===== config.mk =====
export PLATFORM = sky130hd
export DESIGN_NAME = mips_avalon_bridge
export DESIGN_NICKNAME = d
export VERILOG_FILES = /design/src/rtl/mips_avalon_bridge.sv
export SDC_FILE = /design/constraint.sdc
export NUM_CORES = 1
export LEC_CHECK = 0
export CAP_MARGIN = 20
export CORE_UTILIZATION = 39
export CTS_CLUSTER_SIZE = 10
export DETAILED_ROUTE_END_ITERATION = 16
export PLACE_DENSITY = 0.76
export SKIP_LAST_GASP = 1
export SLEW_MARGIN = 20
export SYNTH_ARGS = -nofsm -noshare
export SYNTH_HDL_FRONTEND = slang
export SYNTH_SLANG_ARGS = --single-unit

===== constraint.sdc =====
create_clock -name clk -period 1.9 [get_ports clk]
set_input_delay 0.38 -clock clk [delete_from_list [all_inputs] [get_ports clk]]
set_output_delay 0.38 -clock clk [all_outputs]
set_load 0.01 [all_outputs]

===== src/rtl/mips_avalon_bridge.sv =====
// mips_avalon_bridge
//   Puts a multi-cycle Harvard MIPS core onto a single Avalon-MM master port.
//   Each instruction goes through the same sequence:
//     FETCH -> DECODE -> (DRD | DWR)? -> COMMIT
//   COMMIT pulses the core's clock enable for one cycle.
//   A stalled request that exceeds TIMEOUT_CYCLES is abandoned. The bridge
//   then latches bus_error and parks in HALT.
//
// Ports
//   clk, reset          rising-edge clock, asynchronous active-low reset
//   cpu_*               core side: PC, IR, data address/controls, DR, clock enable
//   avm_*               Avalon-MM master (all request signals registered)
//   bus_error           sticky stall-timeout flag
//   halted              high in HALT (core inactive or bus error)
//   instr_count         saturating count of committed instructions
//   dbg_state           current FSM state, for observation only
//
// Handshake: a request (avm_read or avm_write) and its address, byteenable and
// write data stay constant while avm_waitrequest=1. The request completes in
// the first cycle it is high with avm_waitrequest=0; read data is taken in
// that same cycle.
module mips_avalon_bridge #(
  parameter int DATA_W         = 32,
  parameter int ADDR_W         = 32,
  parameter int TIMEOUT_CYCLES = 256,
  parameter int CNT_W          = 32
) (
  input  logic                clk,
  input  logic                reset,
  output logic                cpu_clk_enable,
  input  logic                cpu_active,
  input  logic [ADDR_W-1:0]   cpu_instr_address,
  output logic [DATA_W-1:0]   cpu_instr_readdata,
  input  logic [ADDR_W-1:0]   cpu_data_address,
  input  logic                cpu_data_read,
  input  logic                cpu_data_write,
  input  logic [DATA_W-1:0]   cpu_data_writedata,
  input  logic [DATA_W/8-1:0] cpu_data_byteenable,
  output logic [DATA_W-1:0]   cpu_data_readdata,
  output logic [ADDR_W-1:0]   avm_address,
  output logic                avm_read,
  output logic                avm_write,
  output logic [DATA_W/8-1:0] avm_byteenable,
  output logic [DATA_W-1:0]   avm_writedata,
  input  logic [DATA_W-1:0]   avm_readdata,
  input  logic                avm_waitrequest,
  output logic                bus_error,
  output logic                halted,
  output logic [CNT_W-1:0]    instr_count,
  output logic [2:0]          dbg_state
);

  typedef enum logic [2:0] {
    ST_FETCH  = 3'd0,
    ST_DECODE = 3'd1,
    ST_DRD    = 3'd2,
    ST_DWR    = 3'd3,
    ST_COMMIT = 3'd4,
    ST_HALT   = 3'd5
  } state_t;

  localparam int BE_W    = DATA_W / 8;
  localparam int STALL_W = (TIMEOUT_CYCLES > 1) ? $clog2(TIMEOUT_CYCLES) : 1;
  // Stall count seen in the cycle that times out (the TIMEOUT_CYCLES-th stall).
  localparam logic [STALL_W-1:0] STALL_LAST =
    STALL_W'((TIMEOUT_CYCLES > 0) ? TIMEOUT_CYCLES - 1 : 0);
  localparam logic [ADDR_W-1:0] ALIGN_MASK = ~ADDR_W'(BE_W - 1);

  state_t              state_q, state_d;
  logic [DATA_W-1:0]   ir_q, ir_d;
  logic [DATA_W-1:0]   dr_q, dr_d;
  logic [ADDR_W-1:0]   avm_address_q, avm_address_d;
  logic                avm_read_q, avm_read_d;
  logic                avm_write_q, avm_write_d;
  logic [BE_W-1:0]     avm_be_q, avm_be_d;
  logic [DATA_W-1:0]   avm_wdata_q, avm_wdata_d;
  logic                bus_error_q, bus_error_d;
  logic [CNT_W-1:0]    cnt_q, cnt_d;
  logic [STALL_W-1:0]  stall_q, stall_d;
  logic                timeout_hit;

  // Only meaningful while a request is outstanding. The stall counter
  // restarts at every request launch.
  assign timeout_hit = (TIMEOUT_CYCLES != 0) && avm_waitrequest && (stall_q == STALL_LAST);

  always_comb begin
    state_d       = state_q;
    ir_d          = ir_q;
    dr_d          = dr_q;
    avm_address_d = avm_address_q;
    avm_read_d    = avm_read_q;
    avm_write_d   = avm_write_q;
    avm_be_d      = avm_be_q;
    avm_wdata_d   = avm_wdata_q;
    bus_error_d   = bus_error_q;
    cnt_d         = cnt_q;
    stall_d       = stall_q;

    case (state_q)
      ST_FETCH: begin
        if (!avm_read_q) begin
          // Only reached straight out of reset: launch the first fetch.
          avm_read_d    = 1'b1;
          avm_address_d = cpu_instr_address & ALIGN_MASK;
          avm_be_d      = '1;
          stall_d       = '0;
        end else if (avm_waitrequest) begin
          if (timeout_hit) begin
            avm_read_d  = 1'b0;
            bus_error_d = 1'b1;
            state_d     = ST_HALT;
          end else begin
            stall_d = stall_q + STALL_W'(1);
          end
        end else begin
          ir_d       = avm_readdata;
          avm_read_d = 1'b0;
          state_d    = ST_DECODE;
        end
      end

      ST_DECODE: begin
        // A load wins over a simultaneous store.
        if (cpu_data_read) begin
          avm_read_d    = 1'b1;
          avm_address_d = cpu_data_address & ALIGN_MASK;
          avm_be_d      = '1;
          stall_d       = '0;
          state_d       = ST_DRD;
        end else if (cpu_data_write) begin
          avm_write_d   = 1'b1;
          avm_address_d = cpu_data_address & ALIGN_MASK;
          avm_be_d      = cpu_data_byteenable;
          avm_wdata_d   = cpu_data_writedata;
          stall_d       = '0;
          state_d       = ST_DWR;
        end else begin
          state_d = ST_COMMIT;
        end
      end

      ST_DRD: begin
        if (avm_waitrequest) begin
          if (timeout_hit) begin
            avm_read_d  = 1'b0;
            bus_error_d = 1'b1;
            state_d     = ST_HALT;
          end else begin
            stall_d = stall_q + STALL_W'(1);
          end
        end else begin
          dr_d       = avm_readdata;
          avm_read_d = 1'b0;
          state_d    = ST_COMMIT;
        end
      end

      ST_DWR: begin
        if (avm_waitrequest) begin
          if (timeout_hit) begin
            avm_write_d = 1'b0;
            bus_error_d = 1'b1;
            state_d     = ST_HALT;
          end else begin
            stall_d = stall_q + STALL_W'(1);
          end
        end else begin
          avm_write_d = 1'b0;
          state_d     = ST_COMMIT;
        end
      end

      ST_COMMIT: begin
        if (cnt_q != '1) cnt_d = cnt_q + CNT_W'(1);
        if (!cpu_active) begin
          state_d = ST_HALT;
        end else begin
          // Launch the next fetch so it is on the bus in the first FETCH cycle.
          avm_read_d    = 1'b1;
          avm_address_d = cpu_instr_address & ALIGN_MASK;
          avm_be_d      = '1;
          stall_d       = '0;
          state_d       = ST_FETCH;
        end
      end

      ST_HALT: begin
        state_d = ST_HALT;
      end

      default: begin
        state_d = ST_HALT;
      end
    endcase
  end

  always_ff @(posedge clk or negedge reset) begin
    if (!reset) begin
      state_q       <= ST_FETCH;
      ir_q          <= '0;
      dr_q          <= '0;
      avm_address_q <= '0;
      avm_read_q    <= 1'b0;
      avm_write_q   <= 1'b0;
      avm_be_q      <= '0;
      avm_wdata_q   <= '0;
      bus_error_q   <= 1'b0;
      cnt_q         <= '0;
      stall_q       <= '0;
    end else begin
      state_q       <= state_d;
      ir_q          <= ir_d;
      dr_q          <= dr_d;
      avm_address_q <= avm_address_d;
      avm_read_q    <= avm_read_d;
      avm_write_q   <= avm_write_d;
      avm_be_q      <= avm_be_d;
      avm_wdata_q   <= avm_wdata_d;
      bus_error_q   <= bus_error_d;
      cnt_q         <= cnt_d;
      stall_q       <= stall_d;
    end
  end

  assign cpu_clk_enable     = (state_q == ST_COMMIT);
  assign halted             = (state_q == ST_HALT);
  assign cpu_instr_readdata = ir_q;
  assign cpu_data_readdata  = dr_q;
  assign avm_address        = avm_address_q;
  assign avm_read           = avm_read_q;
  assign avm_write          = avm_write_q;
  assign avm_byteenable     = avm_be_q;
  assign avm_writedata      = avm_wdata_q;
  assign bus_error          = bus_error_q;
  assign instr_count        = cnt_q;
  assign dbg_state          = state_q;

endmodule


Word level (Yosys, flattened, before mapping) --
Cells that the tools add are included.
Cells by class: bitwise gates (word level) 2, equal/unequal tests 16, multiplexer cells 40, reductions and logical operators 17, add/sub/neg operators 2
Operators by type and width (count):
- $mux W32 | 4
- $pmux W32 S3 | 1
- $mux W8 | 6
- $add A32 B1 Y32 const B | 1
- $ne A32 B32 Y1 const B | 1
- $pmux W8 S4 | 1
- $mux W3 | 7
- $mux W4 | 4
- $mux W1 | 12
- $pmux W3 S4 | 1
- $pmux W4 S3 | 1
- $reduce_and A4 Y1 | 3
- $ne A2 B2 Y1 const B | 5
- $ne A3 B3 Y1 const B | 3
- $reduce_and A3 Y1 | 3
- $add A8 B1 Y8 const B | 1
- $eq A8 B8 Y1 const B | 1
- $reduce_bool A4 Y1 | 2
- $eq A3 B2 Y1 const B | 2
- $eq A3 B3 Y1 const B | 2
- $reduce_and A2 Y1 | 3
- $pmux W1 S2 | 2
- $pmux W1 S4 | 1
- $reduce_bool A2 Y1 | 2
- other kinds (7) | 8
Storage, ports and cells: word-level logic and storage cells 88, input port bits 138, output and inout port bits 172, register bits 178

Logic depth before layout (Yosys ltp) --
Gate-level depths: netlist of the first run.
depth after elaboration 6, mapped depth 8, depth with buffers taken out 6

Worst setup path before layout of the first run --
Ideal clock, no wire load.
kind register to register, start point register state_q[0] (netlist: dbg_state[0]), end point register ir_q[0] (netlist: cpu_instr_readdata[0]), stages on the path, launching flop included 6, buffers on the path 2, setup slack 0.095 ns, required time 1.775 ns, arrival 1.679 ns, setup time 0.125 ns, period minus slack after synthesis 1.805 ns, path through dfrtp_1 -> or3_1 -> or3_1 -> buf_2 -> buf_6 -> mux2_4
On the way: cells in the longest elaborated chain, start to end 2
RTL lines:
- from (decl) | line 69 | state_t state_q, state_d;
- from (signal assigned) | line 211 | state_q <= state_d;
- $logic_not A3 Y1 | line 99 | case (state_q)
- $reduce_and A3 Y1 (no line)
- to (signal assigned) | line 212 | ir_q <= ir_d;
- to (decl) | line 70 | logic [DATA_W-1:0] ir_q, ir_d;
Every way passes these cells. A chain may end at the register's enable or synchronous reset.

Worst setup path after layout of the first run --
start point register state_q[1] (netlist: dbg_state[1]), end point register ir_q[18] (netlist: cpu_instr_readdata[18])
Same word-level chain as after synthesis.

==> run summary, run 1 <==
The most instantiated flip-flop cell in the synthesis netlist is sky130_fd_sc_hd__dfrtp_1. The number of iterations in the first detailed-routing pass is 4. The via count of the first global-routing pass is 5899. The all-layer global routing usage came out at 0.203. The DRC violation total after the first TritonRoute iteration is 216.

The met2 layer usage reported by global route came out at 0.367. The share of post-route cells with drive strength above 1 came out at 0.201. TritonCTS built the clock tree. Clock-pin slew was measured on the worst setup and hold paths at 70 ps. The routed length per placed instance is around 17 um. The average vias per placed instance is roughly 5. The worst-case vdd ir drop is 601 uV. The I/O pin total came out at 310. The final instance count without filler cells is 1225.

The path class of the tightest hold or removal check is in2async. In this run, synthesis inferred 0 flip-flops with an integrated enable. The synthesized instance count is between 500 and 600. The worst-path cell with the longest stage delay is sky130_fd_sc_hd__dfrtp_1. The slack of the worst reg-to-reg path came out at -60 ps. The first-pass GRT wire length came out at 31.4 mm. Yosys printed 0 warnings. The total number of H-tree levels is 4. By area the synthesized netlist is led by sky130_fd_sc_hd__dfrtp_1 (58%), sky130_fd_sc_hd__mux2_4 (6.1%), sky130_fd_sc_hd__mux2_1 (5.2%), sky130_fd_sc_hd__mux2_2 (4.7%), sky130_fd_sc_hd__mux2i_1 (4.1%). The share of the cycle needed by the critical path after routing is 1.03.

The netlist area before placement came out at 7640 um2. The number of buffers inserted by port buffering came out at 303. In this run, placement finished with an instance count of roughly 1200. The logic depth of the worst register-to-register path is 5. The aggregate routed wire length is roughly 21 mm. The post-route worst setup slack came out at -56.0 ps. The worst endpoint required time is 2210 ps. The worst setup path is of the reg2reg kind.

Timing would allow up to 511 MHz. Each instance of the synthesized netlist takes up on average 12.9 um2. For the final routed database, the setup TNS stands at -1320 ps. The flip-flop and latch count after synthesis came out at 176.

The tightest hold margin is 469 ps. The run finished, with violations left. The number of design rule violations left after detail routing came out at 0. The power consumption came out at 15.4 mW. Setup repair after global routing could not meet its margin everywhere. The clock arrives with 10.5 ps of skew. The signal on the critical path passes through buf_4 > or3_4 > or3_4 > clkbuf_16 > mux2_4. The type of origin of the critical path is a register.

The number of maximum-capacitance constraint violations came out at 0. The initial antenna violation count came out at 0. The starting utilization of the core area came out at 0.403. The power density of the placed cells came out at 1260 nW/um2. For this run the aggregate overflow at the end of global routing stands at 0.

The critical path's most frequent cell is sky130_fd_sc_hd__or3_4. Setup violations remaining at the end of the flow were counted as 38. The CTS sink count is 176. The maximum buffer depth of the clock tree is 2. The critical path starts at dbg_state[1]. OpenSTA, run right after detailed placement, puts the worst setup slack at -110 ps. The final hold violation count was 0. The fraction of registers with async set/reset came out at 1.00. In this run the vertical extent of the chip is 142 um.

The pin count of the biggest net entering global routing is 69. In the final design database the tool counted 1091 nets. In this run the worst setup path terminates at cpu_instr_readdata[18].

The wire-length estimate of the detail-placed layout is 15.0 mm. The worst endpoint data arrival time came out at ~2300 ps. The most common cell after layout, fill and taps aside is sky130_fd_sc_hd__clkdlybuf4s50_1.

The final max-slew violation count was 0. From synthesis to final layout, the design area changed by 59.9%. After global routing, the most crowded layer is met2. The critical-path maximum fanout is 8. The minimum clock period came out at about 2000 ps. The cell sitting at the root of the clock tree is a sky130_fd_sc_hd__clkbuf_16. On the worst path, the slowest cell contributes a delay of 410 ps. The overall die width came out at 142 um.

The clock latency of the later-clocked register in the worst-skew pair is about 420 ps. For met1 alone, demand over resource in global routing was 0.234. The number of library cell types mapped by synthesis came out at 52. The worst register-to-register path ends at cpu_instr_readdata[18]. At the end of routability-driven placement, the weighted congestion stood at about 0.8. In this run the static leakage power is 5.39 nW. The die outline area is ~20000 um2. The endpoint kind of the worst setup timing path is a register.

The core footprint came out at 19000 um2. In this run the remaining antenna-violating nets after routing total 0. The checks that failed: setup timing.

The number of placement rows is 50. Of the post-synthesis cell area, the dominant cell type holds 0.577. The overall via count from detail_route came out at 5992. The total clock buffers created by CTS is 17. In the global route stage, met3 resource usage came out at 0.0528. The startpoint of the lowest-slack register-to-register path is dbg_state[1]. For this run, the register share of the synthesized area comes to 0.577. The post-synthesis cell type with the largest combined area is sky130_fd_sc_hd__dfrtp_1.

In the layout the commonest cells are sky130_fd_sc_hd__clkdlybuf4s50_1 (296), sky130_fd_sc_hd__dfrtp_1 (176), sky130_fd_sc_hd__buf_4 (47).
routing by layer:
metal	wire, um	vias up
li1	-	2823
met5	0	-
met4	341	0
met3	1480	21
met1	7920	2928
met2	10900	220
kinds of logic (layout without fill, tap and decap cells):
logic type	Yosys count	after routing	share of synthesized area
flip-flops	176	176	0.577
AND/OR/NAND/NOR	154	154	0.110
multiplexers	129	129	0.200
AO/OA/AOI/OAI	62	62	0.0480
XOR/XNOR	33	33	0.0378
buffers and inverters	33	406	0.0239
adder cells (fa/ha/maj)	2	2	0.00328
other	1	3	0.000491
power breakdown:
group	switching (mW)	internal [mW]
combinational	2.45	3.80
sequential	0.719	5.02
clock	1.51	1.90
how the worst min path moves through the flow:
stage               cells after the start                 to  slack [ps]  startpoint
global placement                        1   avm_writedata[5]         350       reset
floorplan                               0    avm_address[10]          80       reset
finish                                  2  avm_writedata[16]         470       reset
detailed placement                      1  avm_writedata[16]         360       reset
CTS                                     2  avm_writedata[16]         470       reset
global route                            1          bus_error         490   bus_error
repair_timing:
| action | in CTS | in global routing |
|---|---|---|
| pin swaps | 1 | 11 |
| gates cloned | 1 | 3 |
| endpoints found under the setup margin | 39 | 71 |
| endpoints found under the hold margin | 41 | 0 |
| setup buffers | 4 | 4 |
| resized for setup | 9 | 25 |
| hold buffers | 1 | 0 |
cell type report:
cell class	count	area, um2
sequential	176	4400
clock buffer	19	453
tap	260	325
fill	1498	6740
timing repair buffer	369	3720
multi-input combinational	382	3170
clock inverter	13	123
inverter	5	18.8
antenna	1	2.50
worst max-delay path: cells and delay by family (launching register included):
family,cells,cell delay [ps]
and+or+nand+nor,2,770
DFF,1,410
muxes,1,310
buffers and inverters,2,360
flip-flops by register name, indices dropped and copies added, names as in the netlist:
register and cells:
cpu_instr_readdata 32, dbg_state 3, avm_address 30, instr_count 32, avm_writedata 32, stall_q 8
bus_error 1, avm_read 1, cpu_data_readdata 32, avm_write 1, avm_byteenable 4
per-stage QoR:
step,utilization,area [um2]
4_1_cts,0.634,12000
2_1_floorplan,-,7640
3_3_place_gp,0.600,11400
6_report,0.644,12200
3_5_place_dp,0.600,11400
5_1_grt,0.644,12200
synthesized netlist by cell type, types with 4 or more instances:
| cell type | instances |
|---|---|
| sky130_fd_sc_hd__a21oi_1 | 6 |
| sky130_fd_sc_hd__and3_1 | 12 |
| sky130_fd_sc_hd__and4_1 | 6 |
| sky130_fd_sc_hd__buf_2 | 14 |
| sky130_fd_sc_hd__buf_4 | 5 |
| sky130_fd_sc_hd__clkbuf_1 | 5 |
| sky130_fd_sc_hd__dfrtp_1 | 176 |
| sky130_fd_sc_hd__inv_1 | 4 |
| sky130_fd_sc_hd__mux2_1 | 35 |
| sky130_fd_sc_hd__mux2_2 | 32 |
| sky130_fd_sc_hd__mux2_4 | 31 |
| sky130_fd_sc_hd__mux2i_1 | 31 |
| sky130_fd_sc_hd__nand2_1 | 47 |
| sky130_fd_sc_hd__nand3_1 | 23 |
| sky130_fd_sc_hd__nand4_1 | 11 |
| sky130_fd_sc_hd__nor2_1 | 21 |
| sky130_fd_sc_hd__nor3_1 | 8 |
| sky130_fd_sc_hd__nor4_1 | 6 |
| sky130_fd_sc_hd__o21ai_0 | 11 |
| sky130_fd_sc_hd__o21ai_1 | 29 |
| sky130_fd_sc_hd__xnor2_1 | 23 |
| sky130_fd_sc_hd__xor2_1 | 10 |
No activity file was read; power rests on OpenSTA's default activity.
==> inputs of run 2 (changes only) <==
--- a/config.mk
+++ b/config.mk
@@ -6,10 +6,10 @@
 export NUM_CORES = 1
 export LEC_CHECK = 0
 export CAP_MARGIN = 20
-export CORE_UTILIZATION = 39
+export CORE_UTILIZATION = 40
 export CTS_CLUSTER_SIZE = 10
 export DETAILED_ROUTE_END_ITERATION = 16
-export PLACE_DENSITY = 0.76
+export PLACE_DENSITY = 0.75
 export SKIP_LAST_GASP = 1
 export SLEW_MARGIN = 20
 export SYNTH_ARGS = -nofsm -noshare
==> constraint.sdc (replaced) <==
create_clock -name clk -period 2.19 [get_ports clk]
set_input_delay 0.438 -clock clk [delete_from_list [all_inputs] [get_ports clk]]
set_output_delay 0.438 -clock clk [all_outputs]
set_load 0.01 [all_outputs]
==> run 2 against run 1 <==
  * Largest power group unchanged
  * The run now ends clean
  * Highest routed layer is now met5
  * Sequential cell count unchanged
  * First-iteration DRC count fell by 6.5%
  * Largest cell class unchanged
  * Via count shrank 4.8%
  * Global-route usage is 0.34 points lower
  * Total power fell by 14%
==> run summary, run 2 (synthesized netlist as in run 1, its figures left out) <==
The run finished with clean final reports. The die span in y is 140 um. The aggregate routed wire length is 19.2 mm. Derived from the worst setup path, the maximum achievable clock frequency is 503 MHz. The initial antenna violation count was 1. With fillers left out, the area of the finished cells amounts to around 12000 um2. For this run, the slowest stage of the critical path takes around 460 ps.

The worst hold-check path type is reg2reg. The number of buffers inserted by port buffering came out at 303. The worst setup path is of the reg2reg kind. The overall die width came out at 140 um. The dominant delay contributor by cell family on the critical path is simple AND/OR/NAND/NOR gates.

The post-route worst setup slack came out at 201 ps. The average vias per placed instance is 4.95. The first-pass GRT wire length is 30.6 mm.

The placed wire-length estimate after detailed placement is 14.2 mm. The H-tree was split into 4 levels. The logic depth of the worst register-to-register path is 4. The worst path needs 1990 ps of the cycle, external delays included.

The routed length per placed instance is 16.7 um. The clock latency of the later-clocked register in the worst-skew pair is 420 ps. The worst-case vdd ir drop is 517 uV. The routed layout has 5707 vias. The DRC violation total after the first TritonRoute iteration came out at 202. The I/O pin total is 310. The remaining global-route overflow came out at 0.

Clock skew on the completed layout was measured at 11.7 ps. Walking the worst path, the cells encountered are or3_1 > or3_2 > buf_12 > mux2_4. In the final layout, the multi-input gates occupy 3070 um2.

The starting utilization of the core area came out at 0.408. The share of the cycle needed by the critical path after routing came out at 0.908. In this run the critical register-to-register path is captured at cpu_instr_readdata[19]. The worst setup path is launched from a register. The final instance count without filler cells came out at approximately 1200.

For this design the ratio of total power to cell area is 1130 nW/um2. Leaving out fill and tap cells, the most frequent cells in the layout are sky130_fd_sc_hd__clkdlybuf4s50_1 (300), sky130_fd_sc_hd__dfrtp_1 (174), sky130_fd_sc_hd__nand2_1 (47). The maximum buffer depth of the clock tree is 2. The cell area after placement came out at 11100 um2.

Leaving out fill and tap cells, the most frequent cell in the layout is sky130_fd_sc_hd__clkdlybuf4s50_1. The number of iterations in the first detailed-routing pass is 4. The final max-slew violation count came out at 0. Entering global routing, the biggest net connects 61 pins.

The worst setup path is captured at a register. The number of nets in the layout is 1045. The antenna diode count is 0.

The slack of the worst reg-to-reg path is roughly 200 ps. The critical-path maximum fanout came out at 32. The remaining number of nets flagged by the antenna check after routing came out at 0.

In this run the clock root is driven by a sky130_fd_sc_hd__clkbuf_16. The post-placement cell count is 1118. The analysis attributes to cell leakage a power of 5.07 nW. The via count of the first global-routing pass was roughly 5700. The final hold violation count was 0. Among all stages on the critical path, the largest delay is contributed by sky130_fd_sc_hd__or3_2. The CTS sink count came out at 176.

The sum of negative setup slack is 0 ps. Data on the critical path is required at its endpoint by 2480 ps. The die covers 19700 um2. The area growth from synthesis to layout is 52.8%. The headroom to the max-slew limit is 0.626.

TritonCTS built the clock tree. The number of maximum-capacitance constraint violations is 0. The measured slew at the worst slew-check pin is 561 ps. The startpoint identified for the worst register-to-register timing path is dbg_state[2]. The share of post-route cells with drive strength above 1 came out at 0.146.

The most critical setup path has its startpoint at dbg_state[2]. Setup violations remaining at the end of the flow were counted as 0. The filler cells instantiated in the layout total about 1500. The total buffers and inverters traversed by the critical path came out at 1. The clock-pin slew of the registers on the worst-case setup and hold paths is about 60 ps.

Following the worst setup path forward leads to its endpoint at cpu_instr_readdata[19]. At the worst endpoint, the arrival time is ~2300 ps. Buffers inserted during clock tree synthesis total 17.

The sequential cell area came out at 4410 um2. Setup repair after global routing left no endpoint under its margin. In this run the core area contains 50 standard-cell rows. The pre-CTS setup slack came out at a little over 100 ps. The placer's final routability congestion estimate came out at 0.804. In this run the standard cell core region covers 18700 um2.

The number of design rule violations left after detail routing is 0. The critical path crosses 4 cells after its start point. The all-layer global routing usage is 0.200.
[run 2: per-stage QoR]
step / utilization / total power, mW / hold WS (ps)
after global placement: 0.591 / 10.2 / 388
final: 0.624 / 13.2 / 465
after CTS: 0.624 / 13.4 / 471
after detailed placement: 0.591 / 10.3 / 386
after floorplan: - / 7.19 / 142
after global routing: 0.624 / 14.0 / 483
[run 2: worst min-delay path by stage]
stage | start | to | slack [ps] | depth (start not counted)
2_1_floorplan | reset | avm_address[10] | 140 | 0
3_3_place_gp | reset | avm_writedata[19] | 390 | 1
3_5_place_dp | reset | avm_writedata[19] | 390 | 1
4_1_cts | bus_error | bus_error | 470 | 1
5_1_grt | bus_error | bus_error | 480 | 1
6_report | bus_error | bus_error | 470 | 1
[run 2: final cells by class]
type,instances,share of cell area
clock buffer,19,0.0371
clock inverter,13,0.0129
inverter,5,0.00161
multi-input combinational,382,0.263
sequential,176,0.378
tap,234,0.0251
timing repair buffer,323,0.282
[run 2: worst reg2reg max path, stage by stage (launching register included)]
cell	delay, ps
sky130_fd_sc_hd__dfrtp_2	440
sky130_fd_sc_hd__or3_1	420
sky130_fd_sc_hd__or3_2	460
sky130_fd_sc_hd__buf_12	210
sky130_fd_sc_hd__mux2_4	340
[run 2: power breakdown]
group	internal (mW)	total, mW	switching, mW	leakage [nW]
clock network	1.71	3.03	1.32	0.279
registers	4.36	5.02	0.663	2.23
logic	3.15	5.16	2.01	2.56
total	9.21	13.2	4.00	5.07
[run 2: per-layer routing]
layer  GRT usage  vias to the layer above  wire (um)
li1            -                     2734          -
met1       0.244                     2754       7890
met2       0.344                      200       9710
met3      0.0629                       17       1370
met4      0.0474                        2        235
met5           0                        -         11
[run 2: repair_timing]
item                                    4_1_cts  5_1_grt
resized for setup                             7        0
endpoints found under the hold margin        38        0
hold buffers                                  1        0
endpoints found under the setup margin        2        0
buffers inserted                              1        0
==> variant (settings of run 1) <==
Change the parameter `DATA_W` from 32 to 48.
--- a/src/rtl/mips_avalon_bridge.sv
+++ b/src/rtl/mips_avalon_bridge.sv
@@ -22,3 +22,3 @@
 module mips_avalon_bridge #(
-  parameter int DATA_W         = 32,
+  parameter int DATA_W         = 48,
   parameter int ADDR_W         = 32,
Ports: changed (7 resized); port bits go from 310 to 394. The function was not compared with the original's and may differ.
==> variant against run 1 <==
Total power is 2.7% lower. Area after synthesis is 21% higher. Cell count is 23% higher. First-iteration DRC count is 17% higher. Clock skew is 0.00082 ns lower. Sequential cell count is 50 higher. Sequential power is 11% higher. Design area is 24% higher. Highest routed layer unchanged. Wire length is 29% higher. Worst setup slack worse by 0.16 ns. The flow still finishes with violations (setup timing). Synthesized cell count is 20% higher.
==> variant: results (changes against run 1) <==
grt_pass1_wl_mm: 39.5  # +26%
path_clk_slew_ns: 0.05  # -0.02 ns
wl_mm: 26.6  # +29%
vias: 7323  # +22%
clk_path_buf_depth: 3  # +1
synth_area_leaders: "dfrtp_1 (61%), mux2_2 (18%), mux2i_1 (3.5%), o21ai_0 (2.3%), nand2_1 (2.2%)"
yosys-top-cells-count: "dfrtp_1 (226), mux2_2 (145), nand2_1 (55)"
switching_share_pct: 26.5  # -3.9 points
p_leak_nw: 7.24  # +34%
final_cells: 1502  # +23%
clkLatencyLatePin_ns: 0.54  # +0.12 ns
htree_levels: 1  # -3
grt_util_all_layers_pct: 20.9  # +0.55 points
arrival_ns: 2.58  # +0.32 ns
setup_viol: 34  # -11%
final_nets: 1352  # +24%
dp_slack_ns: -0.196  # -0.0864 ns
worstPathMaxFanout: 3  # -5
final.setup_skew_ns: 0.00969  # -0.000824 ns
gp_congestion: 0.836  # +3.2%
drive_above_1_share_pct: 24.2  # +4.1 points
first_pass_iters: 4  # unchanged
place_hpwl_mm: 19.4  # +29%
antenna_found_initial: 0  # unchanged
postSynthCellCount: 706  # +20%
outcome: "complete, but fails checks"
finalWorstSetupSlack_ns: -0.219  # -0.163 ns
drtIter0Drc: 253  # +17%
clock-root-buffer: "clkbuf_16"
synthArstFlopShare_pct: 100  # unchanged
yosysUniqueCellTypes: 44  # -15%
yosys_warnings: 0  # unchanged
grt_pass1_vias: 7176  # +22%
place_area_sq_um: 14100  # +24%
grt_max_degree: 46  # -33%
cts_buffers: 27  # +10
hp-class: "in2async"
violations: "setup timing"
vdd_drop_max_uv: 723  # +20%
port_buffers: 387  # +28%
diodes: 0  # -1
yosysSeqAreaShare_pct: 61.0  # +3.3 points
-- variant: cell count changes in the layout (fill, tap and decap cells not counted), moves of 19 or more --
cell,delta
mux2_2,+112
dfrtp_1,+48
clkdlybuf4s50_1,+47
mux2_1,-35
mux2_4,-30
dlygate4sd2_1,+29
o21ai_0,+29
o21ai_1,-27
buf_4,+19
-- variant: power groups by stage --
| stage | Combinational [mW] | Clock [mW] | Sequential [mW] |
|---|---|---|---|
| floorplan | 0.822 | 0 | 6.88 |
| detailed placement | 4.19 | 0 | 6.43 |
| global placement | 4.12 | 0 | 6.39 |
| global route | 4.40 | 4.85 | 6.49 |
| CTS | 4.17 | 4.63 | 6.36 |
| finish | 4.10 | 4.51 | 6.36 |
-- variant: cell type report --
cell class              count  area (sq um)
fillers                  1835          8250
flip-flops and latches    226          5660
repair buffers            476          4790
multi-input cells         440          3520
clock buffers              32           724
well taps                 319           399
clock inverters             2          28.8
inverters                   7          26.3
-- variant: metal layers --
layer,track usage (%),vias up,part of all wire [%]
met1,25.5,3576,39
met2,36.5,257,51
met3,5.21,49,7.4
met4,5.93,0,2.7
met5,0,-,0
li1,-,3441,-
-- variant: timing repair --
item / 4_1_cts / 5_1_grt
setup buffers: 8 / 8
hold endpoints to repair: 29 / 0
gates resized for setup: 49 / 24
pin swaps: 5 / 6
endpoints found under the setup margin: 49 / 77
hold buffers: 1 / 0
cloned: 3 / 2
-- variant: final timing paths --
kind / startpoint / endpoint / slack, ns / cells past startpoint
min in group clk: cpu_data_writedata[40] / avm_writedata[40] / 0.45 / 2
worst max-delay path: dbg_state[1] / instr_count[20] / -0.22 / 6
max in group asynchronous: reset / cpu_instr_readdata[13] / 0.91 / 3
worst max register to register: dbg_state[1] / instr_count[20] / -0.22 / 6
worst min-delay path: reset / instr_count[18] / 0.32 / 2
worst min register to register: avm_byteenable[1] / avm_byteenable[1] / 0.47 / 2
-- variant: logic make-up after synthesis --
family | share of synthesized area (%)
XOR/XNOR | 2.93
multiplexers | 21.1
other | 0.0404
AND/OR/NAND/NOR | 8.67
buffers and inverters | 1.77
flip-flops | 61.0
AO/OA/AOI/OAI | 4.30
adder cells (fa/ha/maj) | 0.270
-- variant: metrics by stage --
stage               TNS (ns)  util (%)
floorplan             -0.887         -
global placement      -12.78      60.1
detailed placement    -13.28      60.1
CTS                    -5.34      64.0
global route           -4.94      64.8
finish                 -2.64      64.8
-- variant: critical path, stage by stage (launching register included) --
cell     delay [ns]
dfrtp_2        0.40
or3b_4         0.41
or4_4          0.52
buf_4          0.16
a211o_1        0.29
nor2_1         0.14
xor2_1         0.14
